$ cat src/rtl/stack_pkg.sv
// Shared command encoding and default geometry for the stack CPU datapath
// (the operand stack, the 32x8 memory and the ALU).
package stack_pkg;

    localparam int STACK_WIDTH = 8;
    localparam int STACK_DEPTH = 8;

    // Encoded as {push, pop}.
    typedef enum logic [1:0] {
        CMD_NOP     = 2'b00,
        CMD_POP     = 2'b01,
        CMD_PUSH    = 2'b10,
        CMD_REPLACE = 2'b11
    } stack_cmd_t;

endpackage

$ cat src/rtl/operand_stack.sv
// Operand stack feeding TOS/NOS to the ALU and TOS to memory on pops.
// One command per cycle, sticky overflow/underflow flags, stale entries masked.
module operand_stack
    import stack_pkg::*;
#(
    parameter int WIDTH = STACK_WIDTH,
    parameter int DEPTH = STACK_DEPTH
) (
    input  logic                       clk,
    input  logic                       rst,
    input  logic                       push,
    input  logic                       pop,
    input  logic [WIDTH-1:0]           data_in,
    output logic [WIDTH-1:0]           tos,
    output logic [WIDTH-1:0]           nos,
    output logic [$clog2(DEPTH+1)-1:0] depth,
    output logic                       empty,
    output logic                       full,
    output logic                       overflow,
    output logic                       underflow
);

    localparam int DW = $clog2(DEPTH + 1);
    localparam int IW = $clog2(DEPTH);

    logic [WIDTH-1:0] mem [0:DEPTH-1];
    logic [DW-1:0]    depth_q;
    logic             overflow_q;
    logic             underflow_q;
    stack_cmd_t       cmd;

    logic             is_empty;
    logic             is_full;
    logic [IW-1:0]    top_idx;
    logic [IW-1:0]    next_idx;
    logic [IW-1:0]    second_idx;

    assign cmd      = stack_cmd_t'({push, pop});
    assign is_empty = (depth_q == '0);
    assign is_full  = (depth_q == DW'(DEPTH));

    // Indices are truncated to IW bits; each use is guarded so truncation never aliases.
    assign next_idx   = IW'(depth_q);
    assign top_idx    = IW'(depth_q - DW'(1));
    assign second_idx = IW'(depth_q - DW'(2));

    always_ff @(posedge clk) begin
        if (rst) begin
            depth_q     <= '0;
            overflow_q  <= 1'b0;
            underflow_q <= 1'b0;
        end else begin
            case (cmd)
                CMD_PUSH: begin
                    if (is_full) begin
                        overflow_q <= 1'b1;
                    end else begin
                        mem[next_idx] <= data_in;
                        depth_q       <= depth_q + DW'(1);
                    end
                end
                CMD_POP: begin
                    if (is_empty) begin
                        underflow_q <= 1'b1;
                    end else begin
                        depth_q <= depth_q - DW'(1);
                    end
                end
                CMD_REPLACE: begin
                    // Replace on an empty stack still lands the value, but is flagged.
                    if (is_empty) begin
                        mem[0]      <= data_in;
                        depth_q     <= DW'(1);
                        underflow_q <= 1'b1;
                    end else begin
                        mem[top_idx] <= data_in;
                    end
                end
                default: begin
                end
            endcase
        end
    end

    always_comb begin
        tos = '0;
        nos = '0;
        if (depth_q >= DW'(1)) tos = mem[top_idx];
        if (depth_q >= DW'(2)) nos = mem[second_idx];
    end

    assign depth     = depth_q;
    assign empty     = is_empty;
    assign full      = is_full;
    assign overflow  = overflow_q;
    assign underflow = underflow_q;

endmodule

$ cat config.mk
export PLATFORM = sky130hd
export DESIGN_NAME = operand_stack
export DESIGN_NICKNAME = d
export VERILOG_FILES = /design/src/rtl/stack_pkg.sv /design/src/rtl/operand_stack.sv
export SDC_FILE = /design/constraint.sdc
export NUM_CORES = 1
export LEC_CHECK = 0
export ABC_AREA = 1
export BUFFER_PORTS_ARGS = -buffer_cell sky130_fd_sc_hd__clkbuf_2
export CAP_MARGIN = 15
export CORE_UTILIZATION = 50
export DETAILED_ROUTE_END_ITERATION = 8
export GPL_ROUTABILITY_DRIVEN = 0
export MAX_ROUTING_LAYER = met4
export PLACE_DENSITY = 0.69
export SYNTH_ARGS = -nofsm -noshare
export SYNTH_HDL_FRONTEND = slang
export SYNTH_SLANG_ARGS = --single-unit
$ cat constraint.sdc
create_clock -name clk -period 3.3 [get_ports clk]
set_input_delay 0.165 -clock clk [delete_from_list [all_inputs] [get_ports clk]]
set_output_delay 0.165 -clock clk [all_outputs]
set_load 0.005 [all_outputs]
## After elaboration in Yosys (flattened, before gate mapping)

Memories as Yosys holds them, arrays and structs flattened.
Index checks and enable logic that the tools add are counted.
Widths: inputs -> output; s select.

| operators by class | value |
|---|---|
| $add $sub $neg | 3 |
| $lt $le $gt $ge | 2 |
| eq/ne operators | 7 |
| multiplexer cells | 24 |
| reduce and logical (&&, ||, !) cells | 8 |

Operators with widths:

| kind | count |
|---|---|
| $mux 8 | 4 |
| $reduce_or 8->1 | 2 |
| $mux 1 | 14 |
| $mux 4 | 3 |
| $pmux 4 s3 | 1 |
| $mux 3 | 2 |
| $ne 2x2->1 const B | 3 |
| $add 4x1->4 const B | 1 |
| $eq 2x2->1 const B | 2 |
| $eq 4x4->1 const B | 1 |
| $ge 4x1->1 const B | 1 |
| $ge 4x2->1 const B | 1 |
| $logic_not 4->1 | 1 |
| $reduce_and 2->1 | 2 |
| $reduce_and 4->1 | 1 |
| $sub 4x1->4 const B | 1 |
| $reduce_bool 3->1 | 1 |
| $sub 3x2->3 const B | 1 |
| $eq 2x1->1 const B | 1 |
| $reduce_or 2->1 | 1 |

| storage, ports and cells | value |
|---|---|
| register bits | 6 |
| memory bits (writable) | 64 |
| input port bits | 12 |
| logic and storage cells | 48 |
| memories | 1 |

Memories:

| memory | depth | bits a word | rd ports | clocked after Yosys merged registers in | wr ports | RTL line | source |
|---|---|---|---|---|---|---|---|
| mem | 8 | 8 | 2 | 0 | 1 | operand_stack.sv:26 | `logic [WIDTH-1:0] mem [0:DEPTH-1];` |

## Logic depth before layout (Yosys ltp)

| depth | value |
|---|---|
| word-level depth | 8 |
| depth in mapped cells | 12 |
| gate-level depth less buffers | 11 |

## Worst setup path after synthesis

Ideal clock, no wire load.

| timing path | value |
|---|---|
| path type | register to register |
| from | register depth_q[1], in the netlist depth[1] |
| to | memory mem[7][0] (netlist bit) (enable) |
| library setup time | 370 ps |
| data arrival time | 2,036 ps |
| path slack | 894 ps |
| cell stages (with the launch flop) | 11 |
| buffers on the path | 1 |
| cells stage by stage | dfxtp_1 buf_2 clkinv_1 ha_1 inv_1 nand2_1 nand2_2 inv_2 o21ai_2 nand2_1 nor2_1 |

| between the ends | value |
|---|---|
| longest elaborated chain between the ends | 8 |
| elaborated cells on any way between the ends | 21 |

Ends and longest elaborated chain:

| item | RTL line | source |
|---|---|---|
| start: declaration | operand_stack.sv:27 | `logic [DW-1:0] depth_q;` |
| start signal: assignment | operand_stack.sv:59 | `depth_q <= depth_q + DW'(1);` |
| start signal: assignment | operand_stack.sv:66 | `depth_q <= depth_q - DW'(1);` |
| $logic_not 4->1 | operand_stack.sv:39 | `assign is_empty = (depth_q == '0);` |
| $mux 1 | operand_stack.sv:71 | `if (is_empty) begin` |
| $mux 1 | operand_stack.sv:53 | `case (cmd)` |
| $mux 1 | operand_stack.sv:48 | `if (rst) begin` |
| $mux 1 (not written as such) | operand_stack.sv:72 | `mem[0] <= data_in;` |
| $reduce_or 8->1 (no line) | - |  |
| $mux 3 (no line) / $mux 1 (equally long branches) (2 in series) | - |  |
| end: declaration | operand_stack.sv:26 |  |

Parallel ways exist; a longest one is shown, timed or not.

## Final worst setup path

| timing path | value |
|---|---|
| from | register depth_q[1], in the netlist depth[1] |
| to | output port tos[0] |

| between the ends | value |
|---|---|
| longest elaborated chain between the ends | 3 |
| elaborated cells on any way between the ends | 4 |

Ends and longest elaborated chain:

| item | RTL line | source |
|---|---|---|
| $sub 4x1->4 | - |  |
| $mem_v2 8x8 | - |  |
| $mux 8 (*) | operand_stack.sv:88 | `if (depth_q >= DW'(1)) tos = mem[top_idx];` |
| end: declaration | operand_stack.sv:14 | `output logic [WIDTH-1:0] tos,` |

Mark *: on every way between the ends. The rest lies on a longest branch, timed or not.

==> metrics.yaml <==
cp_max_fo: 13
cts.clk_slew.worst_paths_ps: 80
numPortBuffers: 35
dp.cells: 585
maxCapViolCount: 0
worst_pin_slew_ps: 1100
ant_nets: 0
postSynthAreaPerCell_sq_um: 8.32
synthTopCellsByCount: "nand2_1, edfxtp_1, nor2_1, inv_1, a21oi_1"
worstSetupEndpoint: "tos[0]"
fin_skew_ps: 10.9
die_w_um: 90.2
r2r.worst_path.cells: 7
setup_tns_ps: 0
clockBufferDepth: 2
synth_async_sr_flop_share_pct: 0
cts.htree.levels: 3
required_ps: 3130
cts_root_buffer: "clkbuf_8"
timing.fmax_ghz: 0.344
grt_pass1_wl_mm: 15.6
layout-drive-gt1-share_pct: 15.0
wirelength_mm: 9.53
cp.arrival_ps: 2740
grt_max_degree: 79
path_class: "flop to output pin"
synth_edf_count: 64
r2r-end: "mem[1][3]"
antenna_cells: 0
postSynthNetCount: 487
hpwl_mm: 6.07
critPathTopFamily: "buffers and inverters"
vias: 3241
pin_count: 36
synth_top_area_share_pct: 49.5
ys_ff_latch: 70
period_needed_ps: 2910
area_growth_pct: 10.9
synth_top_flop_cell: "edfxtp_1"
p_per_area_nw_per_um2: 623
max_stage_delay_ps: 580
insertion_delay_ps: 350
crit_chain: "clkinv_1 -> buf_4 -> ha_1 -> clkinv_1 -> nand3_1 -> a21oi_1 -> nor3_1 -> clkbuf_2"
fillers: 662
slowest_stage: "ha_1"
drc_errors: 0
slew_headroom_pct: 26.4
cts.sinks: 70
yosys.cell_count.top_type: "nand2_1"
hold_class: "primary input to flop"
power_leakage_nw: 1.82
grt_remaining_overflow: 0
cts_tree: "yes"
reg2reg_from: "depth[1]"
die_height_um: 90.2
finalMaxSlewViolations: 0
ys_types: 26
first_pass_iters: 5
cts.repair.resized: 0
cp_common_cell: "clkinv_1"
seq_area_frac_synth_pct: 52.5
routedWlPerCell_um: 15.9
cp-start-kind: "flop"
post_cts_buffers: 0
path_buf_inv: 4
ys_warn_count: 0
fin_nets: 517
cts-buffers-inserted: 9
antenna_found_initial: 0
rrSetupSlack_ps: 600
cp.depth: 8
placeableCoreArea_sq_um: 7370
initial_utilization_pct: 52.7
grt_pass1_vias: 3125
status: "finished clean"
setup.worst_path.start: "depth[1]"
endpoint_kind: "output pin"
synth_top_cells_by_area: "edfxtp_1, nand2_1, nor2_1"
synth_top_area_cell: "edfxtp_1"
setup_violations: 0
grt_setup_unrepaired: "no"
finalCritPeriodShare_pct: 88.1
hold_buffers: 0
grtUsageTotal_pct: 25.7
postSynthCellCount: 467
hold_viol_final: 0
core.rowCount: 31
vias_per_cell: 5.40
synth_area_sq_um: 3890
finalNonFillerCells: 600
die_area_sq_um: 8130
drt_iter0_markers: 275
vdd_drop_max_mv: 0.368
## layer usage
| metal | track usage, % | vias to the layer above | share of wire (%) |
|---|---|---|---|
| li1 | - | 1603 | - |
| met1 | 31.8 | 1495 | 42 |
| met2 | 41.5 | 128 | 49 |
| met3 | 5.58 | 15 | 7.3 |
| met4 | 9.81 | 0 | 1.8 |
| met5 | - | - | 0 |
## power breakdown
group	switching, mW	total [mW]	internal, mW
sequential	0.0237	1.03	1.01
clock	0.343	0.695	0.351
combinational	0.638	0.960	0.322
total	1.01	2.68	1.68
## state kept, by name (all words and copies together) (netlist names)
signal,cells
underflow,1
depth,4
overflow,1
mem,64
## per-stage QoR
step	setup WS (ps)	power (mW)	hold slack (ps)	cell area, sq um	utilization [%]
finish	392	2.68	52.9	4310	58.5
global route	224	2.84	61.5	4310	58.5
CTS	453	2.69	47.1	4310	58.5
detailed placement	641	2.00	415	4120	55.9
global placement	687	1.99	417	4120	55.9
floorplan	894	1.68	234	3890	-
## cells in the final DEF, fill, tap and decap left out, drive strengths merged, types with 8 or more instances in the layout
cell type / n
a21oi: 40
nand3: 30
inv: 52
o21ai: 38
ha: 8
nor2: 62
clkbuf: 44
o211ai: 9
edfxtp: 64
nand2: 124
## area by class of cell
cell class              count  area (sq um)  share of cell area [%]
flip-flops and latches     70          2040                    47.4
multi-input cells         322          1530                    35.4
repair buffers             42           228                    5.28
inverters                  52           195                    4.53
clock buffers               9           124                    2.87
well taps                  99           124                    2.87
clock inverters             6          71.3                    1.65
## logic make-up (layout without fill, tap and decap cells)
group	after synthesis	in the layout	share of synthesized area, %
compound gates	89	89	12.3
xor+xnor	1	1	0.225
buf+inv	75	109	8.18
flops	70	70	52.5
simple gates	224	224	24.1
fa+ha+maj	8	8	2.58
## worst min path at each step
stage | start | to | slack, ps | cells after the start
2_1_floorplan | rst | overflow | 230 | 1
3_3_place_gp | rst | overflow | 420 | 2
3_5_place_dp | rst | overflow | 420 | 2
4_1_cts | rst | overflow | 50 | 2
5_1_grt | rst | overflow | 60 | 2
6_report | rst | overflow | 50 | 2
## worst reg2reg max path, stage by stage (launching register included)
cell	delay (ps)
dfxtp_1	340
clkinv_1	80
buf_4	200
ha_1	580
o21ai_2	140
inv_1	90
nand2_1	70
nor2_1	830
No activity file was read; power rests on OpenSTA's default activity.
